===== config.mk =====
export PLATFORM = sky130hd
export DESIGN_NAME = fir_mac_coef_bank
export DESIGN_NICKNAME = d
export VERILOG_FILES = /design/src/rtl/fir_mac_coef_bank.sv
export SDC_FILE = /design/constraint.sdc
export NUM_CORES = 1
export LEC_CHECK = 0
export CAP_MARGIN = 20
export CORE_MARGIN = 2
export CORE_UTILIZATION = 59
export CTS_BUF_LIST = sky130_fd_sc_hd__clkbuf_4 sky130_fd_sc_hd__clkbuf_8
export DETAILED_ROUTE_END_ITERATION = 8
export HOLD_SLACK_MARGIN = 0.02
export PLACE_DENSITY_LB_ADDON = 0.15
export SLEW_MARGIN = 20
export SYNTH_ARGS = -nofsm -noshare
export SYNTH_HDL_FRONTEND = slang
export SYNTH_SLANG_ARGS = --single-unit

===== constraint.sdc =====
create_clock -name clk_100MHz_i -period 6.6 [get_ports clk_100MHz_i]
set_input_delay 1.32 -clock clk_100MHz_i [delete_from_list [all_inputs] [get_ports clk_100MHz_i]]
set_output_delay 1.32 -clock clk_100MHz_i [all_outputs]
set_load 0.03 [all_outputs]

===== src/rtl/fir_mac_coef_bank.sv =====
// fir_mac_coef_bank: time-multiplexed FIR filter, one multiplier and one
// accumulator, TAPS MAC cycles per sample, with a double-buffered coefficient
// bank that loads serially while the active bank keeps filtering.
//
// Ports
//   clk_100MHz_i          system clock, rising edge
//   rst_i                 asynchronous reset, active low
//   pulsador_carga_coef_i rising edge starts/restarts a coefficient load
//   cambio_coef_i         rising edge writes coef_in into the shadow bank
//   coef_in               signed coefficient value
//   sample_valid_i        1-cycle sample strobe
//   sample_i              signed input sample
//   ready_o               1 = next sample_valid_i is accepted
//   dato_o                signed filtered sample, held until next result
//   dato_valid_o          1-cycle strobe with each new dato_o
//   loading_o             1 while a coefficient load is in progress
//   coef_done_o           1-cycle strobe when the new bank becomes active
//   overrun_o             sticky: sample arrived while ready_o = 0
module fir_mac_coef_bank #(
  parameter int unsigned DATA_W = 12,
  parameter int unsigned COEF_W = 12,
  parameter int unsigned TAPS   = 16,
  parameter int unsigned OUT_W  = 16,
  parameter int unsigned SHIFT  = 4
) (
  input  logic                     clk_100MHz_i,
  input  logic                     rst_i,
  input  logic                     pulsador_carga_coef_i,
  input  logic                     cambio_coef_i,
  input  logic signed [COEF_W-1:0] coef_in,
  input  logic                     sample_valid_i,
  input  logic signed [DATA_W-1:0] sample_i,
  output logic                     ready_o,
  output logic signed [OUT_W-1:0]  dato_o,
  output logic                     dato_valid_o,
  output logic                     loading_o,
  output logic                     coef_done_o,
  output logic                     overrun_o
);

  localparam int unsigned IDX_W  = $clog2(TAPS);
  localparam int unsigned PROD_W = DATA_W + COEF_W;
  localparam int unsigned ACC_W  = PROD_W + IDX_W;
  localparam logic [IDX_W-1:0] LAST_IDX = IDX_W'(TAPS - 1);

  // Output clamp bounds expressed at accumulator width
  localparam logic signed [ACC_W-1:0] SAT_MAX =
    {{(ACC_W - OUT_W + 1){1'b0}}, {(OUT_W - 1){1'b1}}};
  localparam logic signed [ACC_W-1:0] SAT_MIN =
    {{(ACC_W - OUT_W + 1){1'b1}}, {(OUT_W - 1){1'b0}}};

  typedef enum logic [1:0] {S_IDLE, S_MAC, S_OUT} mac_state_t;
  typedef enum logic {L_IDLE, L_LOAD} load_state_t;

  mac_state_t  state_q, state_d;
  load_state_t l_state_q, l_state_d;

  logic                     load_prev_q, cambio_prev_q;
  logic                     load_evt_c, cambio_evt_c;
  logic                     restart_c, wr_en_c, last_wr_c;
  logic                     accept_c, swap_c;
  logic [IDX_W-1:0]         idx_q;
  logic [IDX_W-1:0]         k_q;
  logic                     swap_pend_q;
  logic signed [COEF_W-1:0] shadow_q [TAPS];
  logic signed [COEF_W-1:0] h_q      [TAPS];
  logic signed [DATA_W-1:0] x_q      [TAPS];
  logic signed [ACC_W-1:0]  acc_q;
  logic signed [PROD_W-1:0] prod_c;
  logic signed [ACC_W-1:0]  shifted_c;
  logic signed [OUT_W-1:0]  sat_c;

  // Rising-edge events on the two strobe inputs; a held level fires once
  assign load_evt_c   = pulsador_carga_coef_i & ~load_prev_q;
  assign cambio_evt_c = cambio_coef_i & ~cambio_prev_q;

  // Bank swap only while no sample is being filtered
  assign swap_c = swap_pend_q && (state_q == S_IDLE);

  // h[0] pairs with the newest sample
  assign prod_c    = PROD_W'(x_q[k_q]) * PROD_W'(h_q[k_q]);
  assign shifted_c = acc_q >>> SHIFT;

  // Saturate scaled accumulator into output range
  always_comb begin
    sat_c = OUT_W'(shifted_c);
    if (shifted_c > SAT_MAX) begin
      sat_c = OUT_W'(SAT_MAX);
    end else if (shifted_c < SAT_MIN) begin
      sat_c = OUT_W'(SAT_MIN);
    end
  end

  // State registers for both FSMs
  always_ff @(posedge clk_100MHz_i or negedge rst_i) begin
    if (!rst_i) begin
      state_q   <= S_IDLE;
      l_state_q <= L_IDLE;
    end else begin
      state_q   <= state_d;
      l_state_q <= l_state_d;
    end
  end

  // Load FSM next state; a new load edge always wins over a write edge
  always_comb begin
    l_state_d = l_state_q;
    restart_c = 1'b0;
    wr_en_c   = 1'b0;
    last_wr_c = 1'b0;
    case (l_state_q)
      L_IDLE: begin
        if (load_evt_c) begin
          l_state_d = L_LOAD;
          restart_c = 1'b1;
        end
      end
      L_LOAD: begin
        if (load_evt_c) begin
          restart_c = 1'b1;
        end else if (cambio_evt_c) begin
          wr_en_c = 1'b1;
          if (idx_q == LAST_IDX) begin
            last_wr_c = 1'b1;
            l_state_d = L_IDLE;
          end
        end
      end
      default: l_state_d = L_IDLE;
    endcase
  end

  // MAC FSM next state
  always_comb begin
    state_d  = state_q;
    accept_c = 1'b0;
    case (state_q)
      S_IDLE: begin
        if (sample_valid_i) begin
          accept_c = 1'b1;
          state_d  = S_MAC;
        end
      end
      S_MAC: begin
        if (k_q == LAST_IDX) begin
          state_d = S_OUT;
        end
      end
      S_OUT:   state_d = S_IDLE;
      default: state_d = S_IDLE;
    endcase
  end

  // Coefficient banks, load index and swap handshake
  always_ff @(posedge clk_100MHz_i or negedge rst_i) begin
    if (!rst_i) begin
      load_prev_q   <= 1'b0;
      cambio_prev_q <= 1'b0;
      idx_q         <= '0;
      swap_pend_q   <= 1'b0;
      loading_o     <= 1'b0;
      coef_done_o   <= 1'b0;
      for (int i = 0; i < TAPS; i++) begin
        shadow_q[i] <= '0;
        h_q[i]      <= '0;
      end
    end else begin
      load_prev_q   <= pulsador_carga_coef_i;
      cambio_prev_q <= cambio_coef_i;
      loading_o     <= (l_state_d == L_LOAD);
      coef_done_o   <= swap_c;
      if (restart_c) begin
        idx_q <= '0;
      end else if (wr_en_c) begin
        shadow_q[idx_q] <= coef_in;
        idx_q           <= idx_q + IDX_W'(1);
      end
      // A completing write outranks a swap in the same cycle so it is not lost
      if (last_wr_c) begin
        swap_pend_q <= 1'b1;
      end else if (swap_c) begin
        swap_pend_q <= 1'b0;
      end
      if (swap_c) begin
        for (int i = 0; i < TAPS; i++) begin
          h_q[i] <= shadow_q[i];
        end
      end
    end
  end

  // Delay line, accumulator and result outputs
  always_ff @(posedge clk_100MHz_i or negedge rst_i) begin
    if (!rst_i) begin
      acc_q        <= '0;
      k_q          <= '0;
      ready_o      <= 1'b1;
      dato_o       <= '0;
      dato_valid_o <= 1'b0;
      overrun_o    <= 1'b0;
      for (int i = 0; i < TAPS; i++) begin
        x_q[i] <= '0;
      end
    end else begin
      ready_o      <= (state_d == S_IDLE);
      dato_valid_o <= (state_q == S_OUT);
      if (sample_valid_i && !ready_o) begin
        overrun_o <= 1'b1;
      end
      if (accept_c) begin
        x_q[0] <= sample_i;
        for (int i = 1; i < TAPS; i++) begin
          x_q[i] <= x_q[i-1];
        end
        acc_q <= '0;
        k_q   <= '0;
      end else if (state_q == S_MAC) begin
        acc_q <= acc_q + ACC_W'(prod_c);
        k_q   <= k_q + IDX_W'(1);
      end
      if (state_q == S_OUT) begin
        dato_o <= sat_c;
      end
    end
  end

endmodule


== Word level (Yosys, flattened, before mapping) ==
Index checks and enable logic that the tools add are counted.

* Output and inout bits: 21
* Bits in registers: 638
* Word-level logic and storage cells: 128
* Bits of input ports: 29

* Reductions and logical operators: 10
* $add $sub $neg: 3
* Equality and inequality tests: 4
* Bitwise operators: 8
* Multipliers: 1
* Mux-type cells: 36
* $lt $le $gt $ge: 5

{| class="wikitable"
|+ Operators by type and width
! cell !! number
|-
| bitwise mux 192 bit || 1
|-
| binary-select mux 12 bit (select 4 bit) || 2
|-
| two-way mux 12 bit || 5
|-
| two-way mux 28 bit || 2
|-
| demux 12 bit (select 4 bit) || 1
|-
| two-way mux 16 bit || 2
|-
| adder 28 x 24 -> 28 bit || 1
|-
| > comparator 24 x 16 -> 1 bit, second input constant || 1
|-
| < comparator 24 x 16 -> 1 bit, second input constant || 1
|-
| multiplier 12 x 12 -> 24 bit || 1
|-
| two-way mux 4 bit || 4
|-
| two-way mux 1 bit || 15
|-
| greater-or-equal comparator 5 bit, second input constant || 2
|-
| NOT 4 -> 5 bit || 2
|-
| adder 4 x 1 -> 4 bit, second input constant || 2
|-
| equality test 4 bit, second input constant || 2
|-
| nonzero test 2 bit || 3
|-
| < comparator 5 x 1 -> 1 bit, second input constant || 1
|-
| logical NOT 2 bit || 2
|-
| two-way mux 2 bit || 2
|-
| NOT 1 bit || 4
|-
| case mux 2 bit (2 select lines) || 1
|-
| logical AND 1 bit || 3
|-
| AND 1 bit || 2
|-
| 5 further kinds || 5
|}

== Longest topological paths before layout ==
* Depth in word-level cells: 8
* Mapped depth: 29
* Mapped depth without buffers: 25

== Worst setup path before layout ==
OpenSTA, ideal clock, no wires.

* Path kind: flip-flop to flip-flop
* Start: reg k_q[0]
* End: reg acc_q[23]
* Cell stages (with the launch flop): 26
* Path slack: -320 ps
* Buffers on the path: 5
* Data arrival time: 6,851 ps
* Setup time: 69 ps
* Period minus slack after synthesis: 6,920 ps
* Cells stage by stage: dfrtp_1 -> buf_6 -> buf_12 -> buf_4 -> mux4_2 -> mux2_2 -> o21ai_1 -> buf_4 -> inv_2 -> nand2_1 -> fa_1 -> fa_1 -> inv_1 -> fa_1 -> fa_1 -> fa_1 -> ha_1 -> ha_1 -> buf_2 -> and4_1 -> nand2_1 -> a311o_1 -> o211ai_2 -> a21oi_1 -> or4b_1 -> nand3_1

* Longest elaborated chain between the ends: 8
* Elaborated cells on any way between the ends: 11

{| class="wikitable"
|+ RTL lines
! what !! RTL line !! text
|-
| from (decl) || 63 || <nowiki>logic [IDX_W-1:0] k_q;</nowiki>
|-
| from (signal assigned) || 219 || <nowiki>k_q <= k_q + IDX_W'(1);</nowiki>
|-
| NOT 4 -> 5 bit (implied by the code) * || 81 || <nowiki>assign prod_c = PROD_W'(x_q[k_q]) * PROD_W'(h_q[k_q]);</nowiki>
|-
| binary-select mux 12 bit (select 4 bit) || 81 ||
|-
| two-way mux 12 bit (implied by the code) (2 in a row) || 81 ||
|-
| multiplier 12 x 12 -> 24 bit * || 81 ||
|-
| adder 28 x 24 -> 28 bit * || 218 || <nowiki>acc_q <= acc_q + ACC_W'(prod_c);</nowiki>
|-
| two-way mux 28 bit * || 217 || <nowiki>end else if (state_q == S_MAC) begin</nowiki>
|-
| two-way mux 28 bit * || 210 || <nowiki>if (accept_c) begin</nowiki>
|-
| to (signal assigned) || 218 ||
|-
| to (decl) || 68 || <nowiki>logic signed [ACC_W-1:0] acc_q;</nowiki>
|}

Mark *: on every way between the ends. The rest lies on a longest branch, timed or not. The select of a mux whose other input is x is not followed.
A chain may end at the register's enable or synchronous reset.

== Worst setup path in the final report ==
* Start: reg k_q[0]
* End: reg acc_q[16]

Same word-level chain as after synthesis.

==> impl_metrics.json <==
{
  "ios": 50,
  "wl_per_cell_um": 19.4,
  "cp_slowest_stage_delay_ns": 0.55,
  "irDropWorstVdd_mv": 0.774,
  "yosysWarnings": 0,
  "slew_headroom_pct": 21.9,
  "cp_data_required_time_ns": 7.19,
  "ys.flop_type": "dfrtp_1",
  "cts_tree": "done",
  "cp_data_arrival_time_ns": 7.50,
  "setup_ws_ns": -0.311,
  "cp-end-kind": "flop",
  "p_leak_nw": 19.9,
  "clkSinkCount": 638,
  "cts_max_level": 3,
  "root_buffer": "clkbuf_8",
  "ys_top_cells_by_area": "dfrtp_1 (47%), mux2_2 (13%), fa_1 (11%)",
  "max_freq_mhz": 145,
  "synth_top_area_cell": "dfrtp_1",
  "antenna_found_initial": 2,
  "synth-seq-cells": 638,
  "rows": 87,
  "synth.top_cell.area_share_pct": 47.4,
  "maxSlewViolCount": 0,
  "crit_type": "reg2reg",
  "dpl.hpwl_mm": 48.6,
  "clock_latency_ns": 0.75,
  "fin_crit_ns": 6.91,
  "die_h_um": 243,
  "finalHoldViolations": 0,
  "drt-total-wl_mm": 75.3,
  "status": "complete, but fails checks",
  "routed-wl-met2_mm": 37.8,
  "die_w_um": 243,
  "finalSetupViolations": 15,
  "synth-seq-area-share_pct": 47.4,
  "die_area_um2": 59000,
  "first_global_vias": 22987,
  "drv_cap": 0,
  "route.detailed.drc": 0,
  "gp_congestion": 0.906,
  "synth_area_per_cell_um2": 12.0,
  "grt_usage_pct": 26.7,
  "drt-met1-wl_mm": 32.3,
  "post-synth-top-count-cell": "nand2_1",
  "syn2layout_area_growth_pct": 17.4,
  "grt_max_degree": 194,
  "grt_pass1_wl_mm": 123,
  "fillers": 4074,
  "clk_pin_slew_ns": 0.06,
  "synth-edff-count": 0,
  "cp-start-kind": "flop",
  "final_layout_size_suffix_gt1_share_pct": 33.4,
  "io_buffers": 49,
  "synthesis.nets": 3098,
  "post-route-util_pct": 70.1,
  "async_flop_share_pct": 100,
  "violations": "setup timing",
  "synth.distinct_cells": 57,
  "whs_ns": 0.462,
  "tightest_slew_ns": 1.17,
  "viasPerCell": 5.52,
  "drt_first_pass_iters": 6,
  "cts_max_path_buffers": 3,
  "min_path_type": "reg2reg",
  "ant_nets": 0,
  "crit_fanout": 6,
  "post-route-period-util_pct": 105,
  "cp_slowest_cell": "fa_1",
  "coreArea_um2": 56400,
  "rsz0062_at_grt": "yes",
  "top_layer": "met4",
  "vias": 21390,
  "p_per_area_nw_per_um2": 567,
  "initial_utilization_pct": 59.7,
  "grt_overflow": 0,
  "fin_skew_ns": 0.0398,
  "synthCells": 2810,
  "cts_made_buffers": 105,
  "drtIter0Drc": 1461,
  "final_nets": 3317,
  "met3_length_mm": 3.13,
  "synth_area_um2": 33700,
  "synth_top_cells_by_count": "nand2_1 (694), dfrtp_1 (637), mux2_2 (394)"
}
-- area by class of cell --
| type | count | area (um2) | share of cell area (%) |
|---|---|---|---|
| Clock buffer | 172 | 2120 | 5.36 |
| Inverter | 206 | 773 | 1.96 |
| Tap cell | 756 | 946 | 2.39 |
| Multi-Input combinational cell | 1812 | 16800 | 42.6 |
| Timing Repair Buffer | 266 | 2660 | 6.72 |
| Clock inverter | 22 | 229 | 0.579 |
| Sequential cell | 638 | 16000 | 40.4 |
| Antenna cell | 1 | 2.50 | 0.00633 |
-- final timing paths --
| check | slack (ns) | cells after the start | endpoint | start |
|---|---|---|---|---|
| setup / recovery | -0.31 | 32 | acc_q[16] | k_q[0] |
| hold / removal | 0.46 | 1 | overrun_o | overrun_o |
| setup reg to reg | -0.31 | 32 | acc_q[16] | k_q[0] |
| hold reg to reg | 0.46 | 1 | overrun_o | overrun_o |
| max in group asynchronous | 4.37 | 2 | shadow_q[138] | rst_i |
| min in group asynchronous | 0.64 | 1 | x_q[188] | rst_i |
-- stage by stage --
stage / setup WS (ns) / power (mW) / area [um2] / TNS, ns / instances
2_1_floorplan: -0.0690 / 13.0 / 33900 / -0.168 / 2810
3_3_place_gp: -0.316 / 16.5 / 36000 / -2.57 / 3624
3_5_place_dp: -0.418 / 16.8 / 36000 / -3.63 / 3624
4_1_cts: -0.313 / 21.9 / 39100 / -2.24 / 3854
5_1_grt: -0.522 / 24.3 / 39500 / -6.40 / 3873
6_report: -0.311 / 22.4 / 39500 / -2.92 / 3873
-- layout by cell type (no fill, tap or decap), types with 4 or more instances in the layout --
cell             count
nand2_1            684
buf_6               19
dfrtp_1            633
clkbuf_8           132
fa_1               169
o21ai_2              7
nand2b_1             7
clkbuf_4            40
mux2_2             391
nor2b_1             11
buf_12              25
a21o_1               8
o21ai_1              9
ha_4                22
o21ai_0             41
clkinvlp_4           4
and2_1               6
ha_1                56
and2_4               5
inv_2               24
clkinv_2            11
a21oi_1             14
nand4_1              6
nand2_2              8
mux2i_2              4
nand3_1             30
and3_4               4
clkdlybuf4s50_1     48
xnor2_1             16
inv_1              181
nor2_1              96
a21oi_2              8
mux2i_1              9
buf_4              165
or2b_1               4
fa_2                10
o31ai_1              4
buf_16               7
xor2_1              17
mux4_2             110
-- per-layer routing --
layer  global-route usage (%)  vias up
met1                     35.7    11097
met3                     4.62      126
met4                     8.90        0
met5                        0        -
met2                     44.6      435
li1                         -     9732
-- state kept, by name (all words and copies together), names as in the netlist --
signal,count
acc_q,28
cambio_prev_q,1
coef_done_o,1
dato_o,16
dato_valid_o,1
h_q,192
idx_q,4
k_q,4
load_prev_q,1
loading_o,1
overrun_o,1
ready_o,1
shadow_q,192
state_q,2
swap_pend_q,1
x_q,192
-- power by group --
part / total (mW) / switching [mW] / internal [mW]
logic: 13.6 / 6.82 / 6.79
registers: 5.01 / 0.434 / 4.57
clock network: 3.78 / 1.63 / 2.15
total: 22.4 / 8.89 / 13.5
-- worst max-delay path, delay by kind of cell, from the launching register on --
kind	cells	cell delay, ns
flops	1	0.51
mux	2	0.64
buf+inv	12	1.30
compound gates	7	1.16
simple gates	2	0.19
xor+xnor	1	0.16
fa+ha+maj	8	2.83
-- timing repair --
item	CTS	global route
resized for setup	77	54
cloned	5	0
hold buffers	0	0
pin swaps	45	39
endpoints found under the setup margin	16	17
buffers inserted	31	17
-- cell families (layout without fill, tap and decap cells) --
logic type               after synthesis  in the layout  share of synthesized area (%)
buffers and inverters                360            666                           4.45
AND/OR/NAND/NOR                      884            884                           10.5
flip-flops                           638            638                           47.4
XOR/XNOR                              33             33                          0.859
AO/OA/AOI/OAI                        119            119                           2.20
other                                  0              1                              0
adder cells (fa/ha/maj)              259            259                           13.6
multiplexers                         517            517                           20.9
(Power assumes the default switching activity.)
